**src/rtl/sub_pkg.sv**
```systemverilog
`default_nettype none
// ============================================================================
// Module   : sub_pkg
// Purpose  : Shared definitions for the bit-serial subtractor slice:
//            default operand width, FSM state encoding and a helper that
//            sizes the bit counter from the operand width.
// Ports    : none (package)
// Revision : 1.0 - initial release
// ============================================================================
package sub_pkg;

    localparam int c_WIDTH_DEF = 4;

    typedef enum logic [1:0] {
        S_IDLE  = 2'd0,
        S_SHIFT = 2'd1,
        S_DONE  = 2'd2
    } state_t;

    // Counter must index bits 0..w-1; never narrower than one bit.
    function automatic int cnt_width(input int w);
        return (w <= 2) ? 1 : $clog2(w);
    endfunction

    localparam int c_CNT_W_DEF = cnt_width(c_WIDTH_DEF);

endpackage
`default_nettype wire

```
**src/rtl/fullSubtractor.sv**
```systemverilog
`default_nettype none
// ============================================================================
// Module   : fullSubtractor
// Purpose  : 1-bit full-subtractor cell, D = A - B - Bin.
// Ports    : A, B, Bin (in)  - minuend bit, subtrahend bit, borrow-in
//            D, Bout   (out) - difference bit, borrow-out
// Revision : 1.0 - initial release
// ============================================================================
module fullSubtractor (
    input  logic A,
    input  logic B,
    input  logic Bin,
    output logic D,
    output logic Bout
);

    assign D    = A ^ B ^ Bin;
    // Borrow when B exceeds A outright, or when they tie and a borrow is pending.
    assign Bout = (~A & B) | (~(A ^ B) & Bin);

endmodule
`default_nettype wire

```
**src/rtl/four_bit_serial_subtractor.sv**
```systemverilog
`default_nettype none
// ============================================================================
// Module   : four_bit_serial_subtractor
// Purpose  : Bit-serial subtractor, D = (A - B - Bin) mod 2^WIDTH, one bit
//            per clock, LSB first, using a single full-subtractor cell and a
//            registered borrow. start/busy/done handshake.
// Ports    : clk, rst (async, active-high), start, A, B, Bin (in)
//            busy, done, D, Bout (out); V (out, only with SUB_OVERFLOW_EN)
// Options  : SUB_OVERFLOW_EN - adds registered signed-overflow output V.
// Revision : 1.0 - initial release
// ============================================================================
module four_bit_serial_subtractor
    import sub_pkg::*;
#(
    parameter int WIDTH = c_WIDTH_DEF
) (
    input  logic             clk,
    input  logic             rst,
    input  logic             start,
    input  logic [WIDTH-1:0] A,
    input  logic [WIDTH-1:0] B,
    input  logic             Bin,
    output logic             busy,
    output logic             done,
    output logic [WIDTH-1:0] D,
    output logic             Bout
`ifdef SUB_OVERFLOW_EN
    ,
    output logic             V
`endif
);

    localparam int                 c_CNT_W    = cnt_width(WIDTH);
    localparam logic [c_CNT_W-1:0] c_CNT_LAST = c_CNT_W'(WIDTH - 1);
    localparam logic [c_CNT_W-1:0] c_CNT_ONE  = c_CNT_W'(1);

    state_t             r_state;
    state_t             w_state_nxt;
    logic               w_load;
    logic               w_last;

    logic [WIDTH-1:0]   r_a_sr;
    logic [WIDTH-1:0]   r_b_sr;
    // Only WIDTH-1 earlier bits need storing: the MSB is produced on the
    // final edge and goes straight into the result register.
    logic [WIDTH-2:0]   r_d_sr;
    logic               r_borrow;
    logic [c_CNT_W-1:0] r_cnt;

    logic [WIDTH-1:0]   r_d;
    logic               r_bout;

    logic               w_d;
    logic               w_bnext;

    fullSubtractor u_fs (
        .A    (r_a_sr[0]),
        .B    (r_b_sr[0]),
        .Bin  (r_borrow),
        .D    (w_d),
        .Bout (w_bnext)
    );

    assign w_last = (r_state == S_SHIFT) && (r_cnt == c_CNT_LAST);

    // ------------------------------------------------------------------
    // FSM
    // ------------------------------------------------------------------
    always_ff @(posedge clk or posedge rst) begin
        if (rst) begin
            r_state <= S_IDLE;
        end else begin
            r_state <= w_state_nxt;
        end
    end

    always_comb begin
        w_state_nxt = r_state;
        w_load      = 1'b0;
        busy        = 1'b0;
        done        = 1'b0;
        case (r_state)
            S_IDLE: begin
                if (start) begin
                    w_state_nxt = S_SHIFT;
                    w_load      = 1'b1;
                end
            end
            S_SHIFT: begin
                busy = 1'b1;
                if (w_last) begin
                    w_state_nxt = S_DONE;
                end
            end
            S_DONE: begin
                done = 1'b1;
                // Back-to-back: a start seen here reloads without idling.
                if (start) begin
                    w_state_nxt = S_SHIFT;
                    w_load      = 1'b1;
                end else begin
                    w_state_nxt = S_IDLE;
                end
            end
            default: begin
                w_state_nxt = S_IDLE;
            end
        endcase
    end

    // ------------------------------------------------------------------
    // Datapath: shift registers, borrow, counter, result
    // ------------------------------------------------------------------
    always_ff @(posedge clk or posedge rst) begin
        if (rst) begin
            r_a_sr   <= '0;
            r_b_sr   <= '0;
            r_d_sr   <= '0;
            r_borrow <= 1'b0;
            r_cnt    <= '0;
            r_d      <= '0;
            r_bout   <= 1'b0;
        end else if (w_load) begin
            r_a_sr   <= A;
            r_b_sr   <= B;
            r_d_sr   <= '0;
            r_borrow <= Bin;
            r_cnt    <= '0;
        end else if (r_state == S_SHIFT) begin
            r_a_sr   <= r_a_sr >> 1;
            r_b_sr   <= r_b_sr >> 1;
            r_d_sr   <= {w_d, r_d_sr[WIDTH-2:1]};
            r_borrow <= w_bnext;
            r_cnt    <= r_cnt + c_CNT_ONE;
            if (w_last) begin
                r_d    <= {w_d, r_d_sr};
                r_bout <= w_bnext;
            end
        end
    end

    assign D    = r_d;
    assign Bout = r_bout;

`ifdef SUB_OVERFLOW_EN
    // Operand sign bits are shifted out during SHIFT, so keep copies.
    logic r_a_msb;
    logic r_b_msb;
    logic r_v;

    always_ff @(posedge clk or posedge rst) begin
        if (rst) begin
            r_a_msb <= 1'b0;
            r_b_msb <= 1'b0;
            r_v     <= 1'b0;
        end else if (w_load) begin
            r_a_msb <= A[WIDTH-1];
            r_b_msb <= B[WIDTH-1];
        end else if (w_last) begin
            // Signs differ and the result sign departs from the minuend's.
            r_v <= (r_a_msb ^ r_b_msb) & (r_a_msb ^ w_d);
        end
    end

    assign V = r_v;
`endif

endmodule
`default_nettype wire

```
**config.mk**
```make
export PLATFORM = sky130hd
export DESIGN_NAME = four_bit_serial_subtractor
export DESIGN_NICKNAME = d
export VERILOG_FILES = /design/src/rtl/sub_pkg.sv /design/src/rtl/fullSubtractor.sv /design/src/rtl/four_bit_serial_subtractor.sv
export SDC_FILE = /design/constraint.sdc
export NUM_CORES = 1
export LEC_CHECK = 0
export ABC_AREA = 1
export CAP_MARGIN = 10
export CORE_MARGIN = 1
export CORE_UTILIZATION = 50
export CTS_CLUSTER_DIAMETER = 100
export DETAILED_ROUTE_END_ITERATION = 8
export PLACE_DENSITY = 0.75
export REMOVE_ABC_BUFFERS = 1
export SYNTH_ARGS = -nofsm -noshare
export SYNTH_HDL_FRONTEND = slang
export SYNTH_SLANG_ARGS = --single-unit
export TNS_END_PERCENT = 100
```
**constraint.sdc**
```tcl
create_clock -name clk -period 1.2 [get_ports clk]
set_input_delay 0.18 -clock clk [delete_from_list [all_inputs] [get_ports clk]]
set_output_delay 0.18 -clock clk [all_outputs]
set_load 0.05 [all_outputs]
```
==> run metrics, run 1 <==
Top FF cell, synth dfrtp_1; H-tree levels 1; final non-filler cell area around 1500 um2; post-route DRC violation count 0; IO Count 19; antenna violations before repair 0; post-synthesis xor/xnor area fraction 0%; Crit path largest cell delay roughly 0.5 ns; Clock Sinks 21; DR pass1 iterations 4; critical path, cell by cell inv_6 -> nor2_4 -> buf_12; dpl hpwl ~1400 um; GRT Total Usage ~21%; GRT met1 Usage 24.9%; Max IR drop VDD about 0.0018 V; largest family of logic cells by synthesized area simple AND/OR/NAND/NOR gates; number of diodes 0; area of the multi-input gates 480 um2; die height 47.9 um; buffer depth of the longest clock path 2; Adder-Cell Fraction of Synth Area 3.09%; crit path DAT 1.15 ns; Placed Cells 165; drt total wl 2480 um; Commonest cells post-synth nand2_1 (39), nand3_1 (28), dfrtp_1 (21); die area 2290 um2; met2 usage between 30% and 40%; M3 GR Usage 3.40%; Port Buffers 18; fin cells between 150 and 200; Async SR Flop Fraction 100%; Layout fillers 144; share of the synthesized area in the top cell type about half; sequential area share after synthesis 49.9%; Register Area around 530 um2; leakage 0.000780 uW; detailed-route via count 944; failing checks negative setup slack; cell area after synthesis 1050 um2; root buffer cell clkbuf_4; DP Area 1330 um2; Final Cycle Share 111%; cts hold-fix bufs 0; cell count after synthesis around 120; Pins Over Slew Limit 0; Core Rows 16; Worst setup SP type register; WP data required 1.02 ns; synthesis-to-layout area growth 43.5%; status finished with violations; Overflow after GRT 0; YS warnings 0; Layout Nets 169; Rel. slew slack roughly 83%; Worst-path clk slew 0.13 ns; Seq cells post-synth 21; mux cell area share after synthesis 0%; CTS buffer count 3; Synth Area per Inst 8.85 um2; Slew @ Worst Pin around 0.26 ns; largest net degree at the start of global routing 22; simple-gate share of the synthesized area 35.4%; Final Worst Setup Slack -0.134 ns; pwr dens 2890 nW/um2; final hold violations 0; FMAX 749 MHz; EDFF count, synth 0; Final Setup Violations 19; global-route wire length before repair 3220 um; GR peak layer met2; Core Area 1960 um2; ranking of synthesized cells by area dfrtp_1 (50%), nand2_1 (14%), nand3_1 (13%), inv_1 (5.0%), nand2_8 (3.8%); RSZ-0062 raised after global routing true; Worst R2R Start r_state[0]; Clock Skew ~0.0059 ns; Starting Density 53.7%; R2R cell count 7; critical path's slowest cell dfrtp_2; vias in the first global route between 700 and 800; Die W 47.9 um; complex-gate fraction of the synthesized area 1.43%; fin crit period 1.33 ns; routability cong. about 0.8; CP startpoint r_state[0]; Routed WL per cell 13.7 um; Critical Path Sink Type primary output; total of max-cap violations 0; CTS tree built; count leader, synth nand2_1; HP Class primary input to async pin; largest fanout on the critical path 4; Distinct cells, synth 17; worst skew pair latency 0.32 ns; Final ANT Viol Nets 0; vias per std cell roughly 5.2; layout cell share with drive strength beyond 1 29.2%; WS Path Type register to primary output; fin util 77.0%; Yosys top cell by area dfrtp_1; initial drt markers 34
==> metrics by stage <==
stage	hold slack (ns)	worst slack (ns)	setup TNS [ns]	power (uW)
after floorplan	0.157	-0.232	-1.40	2580
after global placement	0.461	0.00862	0	3360
after detailed placement	0.479	-0.0199	-0.0325	3420
after CTS	0.180	-0.108	-0.194	3980
after global routing	0.204	-0.160	-1.89	4650
final	0.163	-0.134	-1.04	4370
==> registers in the layout, summed over array words and instances (netlist names) <==
register	cells
Bout	1
D	4
r_a_sr	4
r_b_sr	4
r_borrow	1
r_cnt	2
r_d_sr	3
r_state	2
==> layer usage <==
| metal | vias up | wire (um) |
|---|---|---|
| li1 | 453 | - |
| met1 | 457 | 955 |
| met2 | 30 | 1380 |
| met3 | 4 | 101 |
| met4 | 0 | 44 |
| met5 | - | 0 |
==> critical path: cells and delay by family (launching register included) <==
kind                   cells  cell delay [ns]
flip-flops                 1             0.49
buffers and inverters      2             0.20
AND/OR/NAND/NOR            1             0.13
==> path summary, 6_finish.rpt <==
| kind | slack (ns) | to |
|---|---|---|
| worst max-delay path | -0.13 | busy |
| worst min-delay path | 0.16 | r_cnt[1] |
| worst max register to register | -0.09 | Bout |
| worst min register to register | 0.50 | D[0] |
| max in group asynchronous | 0.81 | r_state[1] |
| min in group clk | 0.39 | r_a_sr[3] |
==> power breakdown <==
group          total, uW  switching, uW  internal [uW]
clock network        367            240            128
logic               2690           1480           1200
registers           1320            288           1030
==> area by class of cell <==
cell class	instances	share of cell area, %
inverter	16	4.47
timing repair buffer	32	24.6
clock inverter	1	0.497
tap	27	2.24
sequential	21	34.9
clock buffer	3	1.49
multi-input combinational	81	31.8
==> logic make-up after synthesis <==
group | Yosys count
buf+inv | 20
compound gates | 3
fa+ha+maj | 2
simple gates | 73
flops | 21
==> timing repair <==
action	in CTS	in global routing
buffers inserted	6	4
pin swaps	2	8
hold endpoints to repair	0	0
cloned	0	3
endpoints found under the setup margin	2	21
resized for setup	5	14
==> cells in the final DEF, fill, tap and decap left out, drive strengths merged <==
| master | n |
|---|---|
| clkbuf | 3 |
| clkinvlp | 1 |
| clkdlybuf4s50 | 11 |
| fa | 1 |
| nand3 | 28 |
| dfrtp | 21 |
| buf | 21 |
| nand2 | 45 |
| o21ai | 3 |
| ha | 1 |
| inv | 16 |
| nor2 | 3 |
Power figures use the tool's default switching activity.
==> run 2, diff against run 1 <==
--- a/config.mk
+++ b/config.mk
@@ -8,10 +8,11 @@
 export ABC_AREA = 1
 export CAP_MARGIN = 10
 export CORE_MARGIN = 1
-export CORE_UTILIZATION = 50
-export CTS_CLUSTER_DIAMETER = 100
+export CORE_UTILIZATION = 53
+export CTS_BUF_LIST = sky130_fd_sc_hd__clkbuf_2 sky130_fd_sc_hd__clkbuf_4 sky130_fd_sc_hd__clkbuf_8
+export CTS_CLUSTER_DIAMETER = 150
 export DETAILED_ROUTE_END_ITERATION = 8
-export PLACE_DENSITY = 0.75
+export PLACE_DENSITY = 0.78
 export REMOVE_ABC_BUFFERS = 1
 export SYNTH_ARGS = -nofsm -noshare
 export SYNTH_HDL_FRONTEND = slang
==> run 2 against run 1 <==
Against the previous run:
- the run still ends with negative setup slack left
- core utilization up 1.6 points
- largest power group unchanged
- combinational power shrank 12%
- cell count decreased by 4.4%
- via count down 7.0%
==> run metrics, run 2 (synthesis gave the netlist of run 1 again) <==
HP Class primary input to async pin; status finished with violations; Slew @ Worst Pin 0.273 ns; GRT met1 Usage 30.2%; WP data required about 1.0 ns; RSZ-0062 raised after global routing true; met2 usage 37.5%; total of max-cap violations 0; GRT Total Usage 22.7%; commonest non-fill, non-tap cell in the layout nand2_1; Final ANT Viol Nets 0; Routed WL per cell between 10 and 15 um; DR pass1 iterations 5; Critical Path Sink Type primary output; root buffer cell clkbuf_4; post-route DRC violation count 0; largest fanout on the critical path 9; vias in the first global route between 800 and 900; Port Buffers 18; Placed Cells 163; CTS tree built; Layout fillers 121; H-tree levels 1; CTS buffer count 3; fin util 78.6%; Worst-path clk slew ~0.11 ns; antenna violations before repair 0; synthesis-to-layout area growth 34.4%; FMAX between 700 and 800 MHz; worst skew pair latency 0.30 ns; fin crit period around 1.3 ns; routability cong. 0.765; Max IR drop VDD 0.00192 V; DP Worst Slack -0.0309 ns; Pins Over Slew Limit 0; drt total wl roughly 2200 um; largest net degree at the start of global routing 22; failing checks negative setup slack; global-route wire length before repair 3390 um; cts hold-fix bufs 0; Core Area about 1800 um2; Worst setup SP type register; Starting Density 58.5%; WS Path Type register to primary output; Core Rows 15; Overflow after GRT 0; Clock Sinks 21; crit path DAT 1.14 ns; die height 46.6 um; final hold violations 0; Final Cycle Share 110%; number of diodes 0; GR peak layer met2; Rel. slew slack around four fifths; M3 GR Usage 2.35%; Layout Nets about 160; fin cells 173; DP Area 1330 um2; buffer depth of the longest clock path 2; leakage around 0.00074 uW; Min Hold Slack 0.206 ns; die area around 2200 um2; layout cell share with drive strength beyond 1 24.3%; Final Worst Setup Slack -0.124 ns; final non-filler cell area between 1000 and 1500 um2; vias per std cell a little over 5; IO Count 19; pwr dens 2850 nW/um2; commonest cells after routing, fill and taps aside nand2_1 (39), nand3_1 (27), dfrtp_1 (20); dpl hpwl ~1400 um; Final Setup Violations 2; Die W about 47 um; initial drt markers 24; detailed-route via count 878; Clock Skew approximately 0.0031 ns
==> run 2: repair_timing <==
| action | CTS | global route |
|---|---|---|
| pin swaps | 2 | 6 |
| setup buffers | 5 | 1 |
| resized for setup | 4 | 3 |
| endpoints found under the setup margin | 6 | 5 |
==> run 2: where the power goes <==
part	internal [uW]	leakage (uW)	switching, uW
Sequential	1030	0.000264	269
Combinational	1040	0.000461	1330
Clock	152	0.0000184	212
==> run 2: worst paths after layout <==
path	cells after the start	startpoint	slack [ns]	to
min	3	rst	0.21	Bout
min reg2reg	2	r_d_sr[0]	0.49	D[0]
max	3	r_state[1]	-0.12	done
max reg2reg	4	r_borrow	0.01	D[3]
min in group clk	3	B[3]	0.40	r_b_sr[3]
max in group asynchronous	3	rst	0.76	r_state[0]
==> run 2: layer usage <==
metal  vias to the layer above  wire length [um]  part of all wire [%]
li1                        428                 -                     -
met1                       420               961                    44
met2                        28              1100                    51
met3                         2                94                   4.3
met4                         0                21                  0.96
met5                         -                 0                     0
==> run 2: worst max-delay path, stage by stage, from the launching register on <==
cell     delay, ns
dfrtp_1       0.42
inv_2         0.20
nor2_2        0.08
buf_12        0.15
==> run 2: final cells by class <==
| class | count | area (um2) | share of cell area [%] |
|---|---|---|---|
| well taps | 25 | 31.3 | 2.21 |
| multi-input cells | 78 | 430 | 30.4 |
| flip-flops and latches | 21 | 527 | 37.2 |
| inverters | 16 | 65.1 | 4.59 |
| clock buffers | 4 | 30.0 | 2.12 |
| repair buffers | 29 | 333 | 23.5 |
==> run 2: metrics by stage <==
step / power, uW / TNS (ns)
after floorplan: 2580 / -1.40
after global placement: 3360 / 0
after detailed placement: 3430 / -0.0738
after CTS: 3960 / -0.212
after global routing: 4290 / -0.412
final: 4030 / -0.246
==> run 3, diff against run 2 <==
--- a/config.mk
+++ b/config.mk
@@ -8,11 +8,12 @@
 export ABC_AREA = 1
 export CAP_MARGIN = 10
 export CORE_MARGIN = 1
-export CORE_UTILIZATION = 53
+export CORE_UTILIZATION = 39
 export CTS_BUF_LIST = sky130_fd_sc_hd__clkbuf_2 sky130_fd_sc_hd__clkbuf_4 sky130_fd_sc_hd__clkbuf_8
 export CTS_CLUSTER_DIAMETER = 150
+export CTS_CLUSTER_SIZE = 10
 export DETAILED_ROUTE_END_ITERATION = 8
-export PLACE_DENSITY = 0.78
+export PLACE_DENSITY = 0.6
 export REMOVE_ABC_BUFFERS = 1
 export SYNTH_ARGS = -nofsm -noshare
 export SYNTH_HDL_FRONTEND = slang
==> run 3 against run 2 <==
Against the previous run:
- the flow still finishes with violations (negative setup slack)
- design area rose by 3.0%
- non-clock buffer count did not move
- maximum frequency fell by 0.31%
- worst hold slack got worse by 0.024 ns
- via count fell by 5.5%
- flip-flop and latch count did not move
- critical path type unchanged
- largest cell class unchanged
==> run metrics, run 3 (synthesis gave the netlist of run 1 again) <==
detailed-route via count 830; commonest cells after routing, fill and taps aside nand2_1 (36), nand3_1 (28), dfrtp_1 (19); Starting Density about two fifths; Layout Nets 164; Clock Sinks 21; Worst setup SP type register; Max IR drop VDD 0.00147 V; antenna violations before repair 0; Overflow after GRT 0; Crit path largest cell delay 0.47 ns; Rel. slew slack between 80% and 90%; DP Area 1340 um2; WP data required 1.02 ns; die height 54.0 um; Worst-path clk slew 0.12 ns; routability cong. around 0.74; die area 2910 um2; Routed WL per cell 11.6 um; Worst R2R Start r_state[0]; GRT Total Usage 16.7%; number of diodes 0; largest fanout on the critical path 2; Min Hold Slack roughly 0.18 ns; Die W roughly 54 um; Core Rows 18; Final Worst Setup Slack -0.128 ns; Placed Cells 169; R2R cell count 7; drt total wl roughly 2100 um; Final ANT Viol Nets 0; cell family with most CP delay flip-flops; post-route DRC violation count 0; Tot Pwr 4070 uW; Final Setup Violations 11; DR pass1 iterations 4; crit path DAT about 1.2 ns; largest net degree at the start of global routing 22; fin cells ~180; Critical Path Sink Type primary output; leakage 0.000757 uW; FMAX 753 MHz; cts hold-fix bufs 0; vias in the first global route 785; IO Count 19; HP Class primary input to async pin; Pins Over Slew Limit 0; CTS tree built; initial drt markers 12; total of max-cap violations 0; Clock Skew 0.00257 ns; critical path's slowest cell dfrtp_2; Port Buffers 18; fin crit period about 1.3 ns; worst skew pair latency roughly 0.3 ns; H-tree levels 1; root buffer cell clkbuf_4; critical path, cell by cell buf_12 -> nor2_4 -> buf_12; most frequent CP cell buf_12; CTS buffer count 3; buffer depth of the longest clock path 2; dpl hpwl 1370 um; Final Cycle Share 111%; final non-filler cell area 1460 um2; RSZ-0062 raised after global routing true; TNS Setup -0.382 ns; commonest non-fill, non-tap cell in the layout nand2_1; vias per std cell 4.64; WS Path Type register to primary output; layout cell share with drive strength beyond 1 roughly a quarter; global-route wire length before repair 3400 um; status finished with violations; reg-to-reg slack, setup -0.05 ns; failing checks negative setup slack; Core Area around 2500 um2; Slew @ Worst Pin 0.278 ns; reg2reg end Bout; Buf/Inv on CP 2; pwr dens between 2000 and 3000 nW/um2; final hold violations 0; synthesis-to-layout area growth 38.5%
## run 3: how the worst max path moves through the flow
| stage | start | endpoint | slack, ns | depth (start not counted) |
|---|---|---|---|---|
| after detailed placement | start | r_cnt[0] | -0.01 | 5 |
| after CTS | r_state[0] | done | -0.16 | 3 |
| after global routing | r_state[0] | done | -0.17 | 3 |
| final | r_state[0] | done | -0.13 | 3 |
| after global placement | start | r_cnt[0] | 0.02 | 5 |
| after floorplan | r_state[0] | done | -0.23 | 1 |
## run 3: power breakdown
part           internal (uW)  switching [uW]  total, uW  leakage (uW)
combinational           1100            1330       2430      0.000477
sequential              1030             258       1290      0.000263
clock                    124             224        348     0.0000177
total                   2250            1810       4070      0.000757
## run 3: area by class of cell
type                       count  area [um2]
clock inverter                 1        5.00
inverter                      16        67.6
clock buffer                   3        22.5
tap                           30        37.5
fill                         244        1060
multi-input combinational     79         449
sequential                    21         528
timing repair buffer          29         349
## run 3: timing repair
item,4_1_cts,5_1_grt
endpoints found under the setup margin,4,22
pin swaps,3,2
gates cloned,0,1
gates resized for setup,5,8
setup buffers,4,1
hold endpoints to repair,0,0
## run 3: worst min-delay path, stage by stage
cell,delay (ns)
clkdlybuf4s50_1,0.39
inv_1,0.05
buf_4,0.27
## run 3: routing by layer
| layer | vias to the layer above | routed length [um] | GRT usage [%] |
|---|---|---|---|
| met2 | 17 | 1020 | 28.4 |
| met4 | 0 | 10 | 7.69 |
| met3 | 2 | 64 | 2.54 |
| met5 | - | 0 | 0 |
| met1 | 375 | 978 | 20.5 |
| li1 | 436 | - | - |
## run 3: stage by stage
step / util (%) / worst slack, ns
floorplan: - / -0.232
finish: 57.8 / -0.128
global route: 57.8 / -0.174
CTS: 56.6 / -0.155
global placement: 53.3 / 0.0196
detailed placement: 53.3 / -0.0107
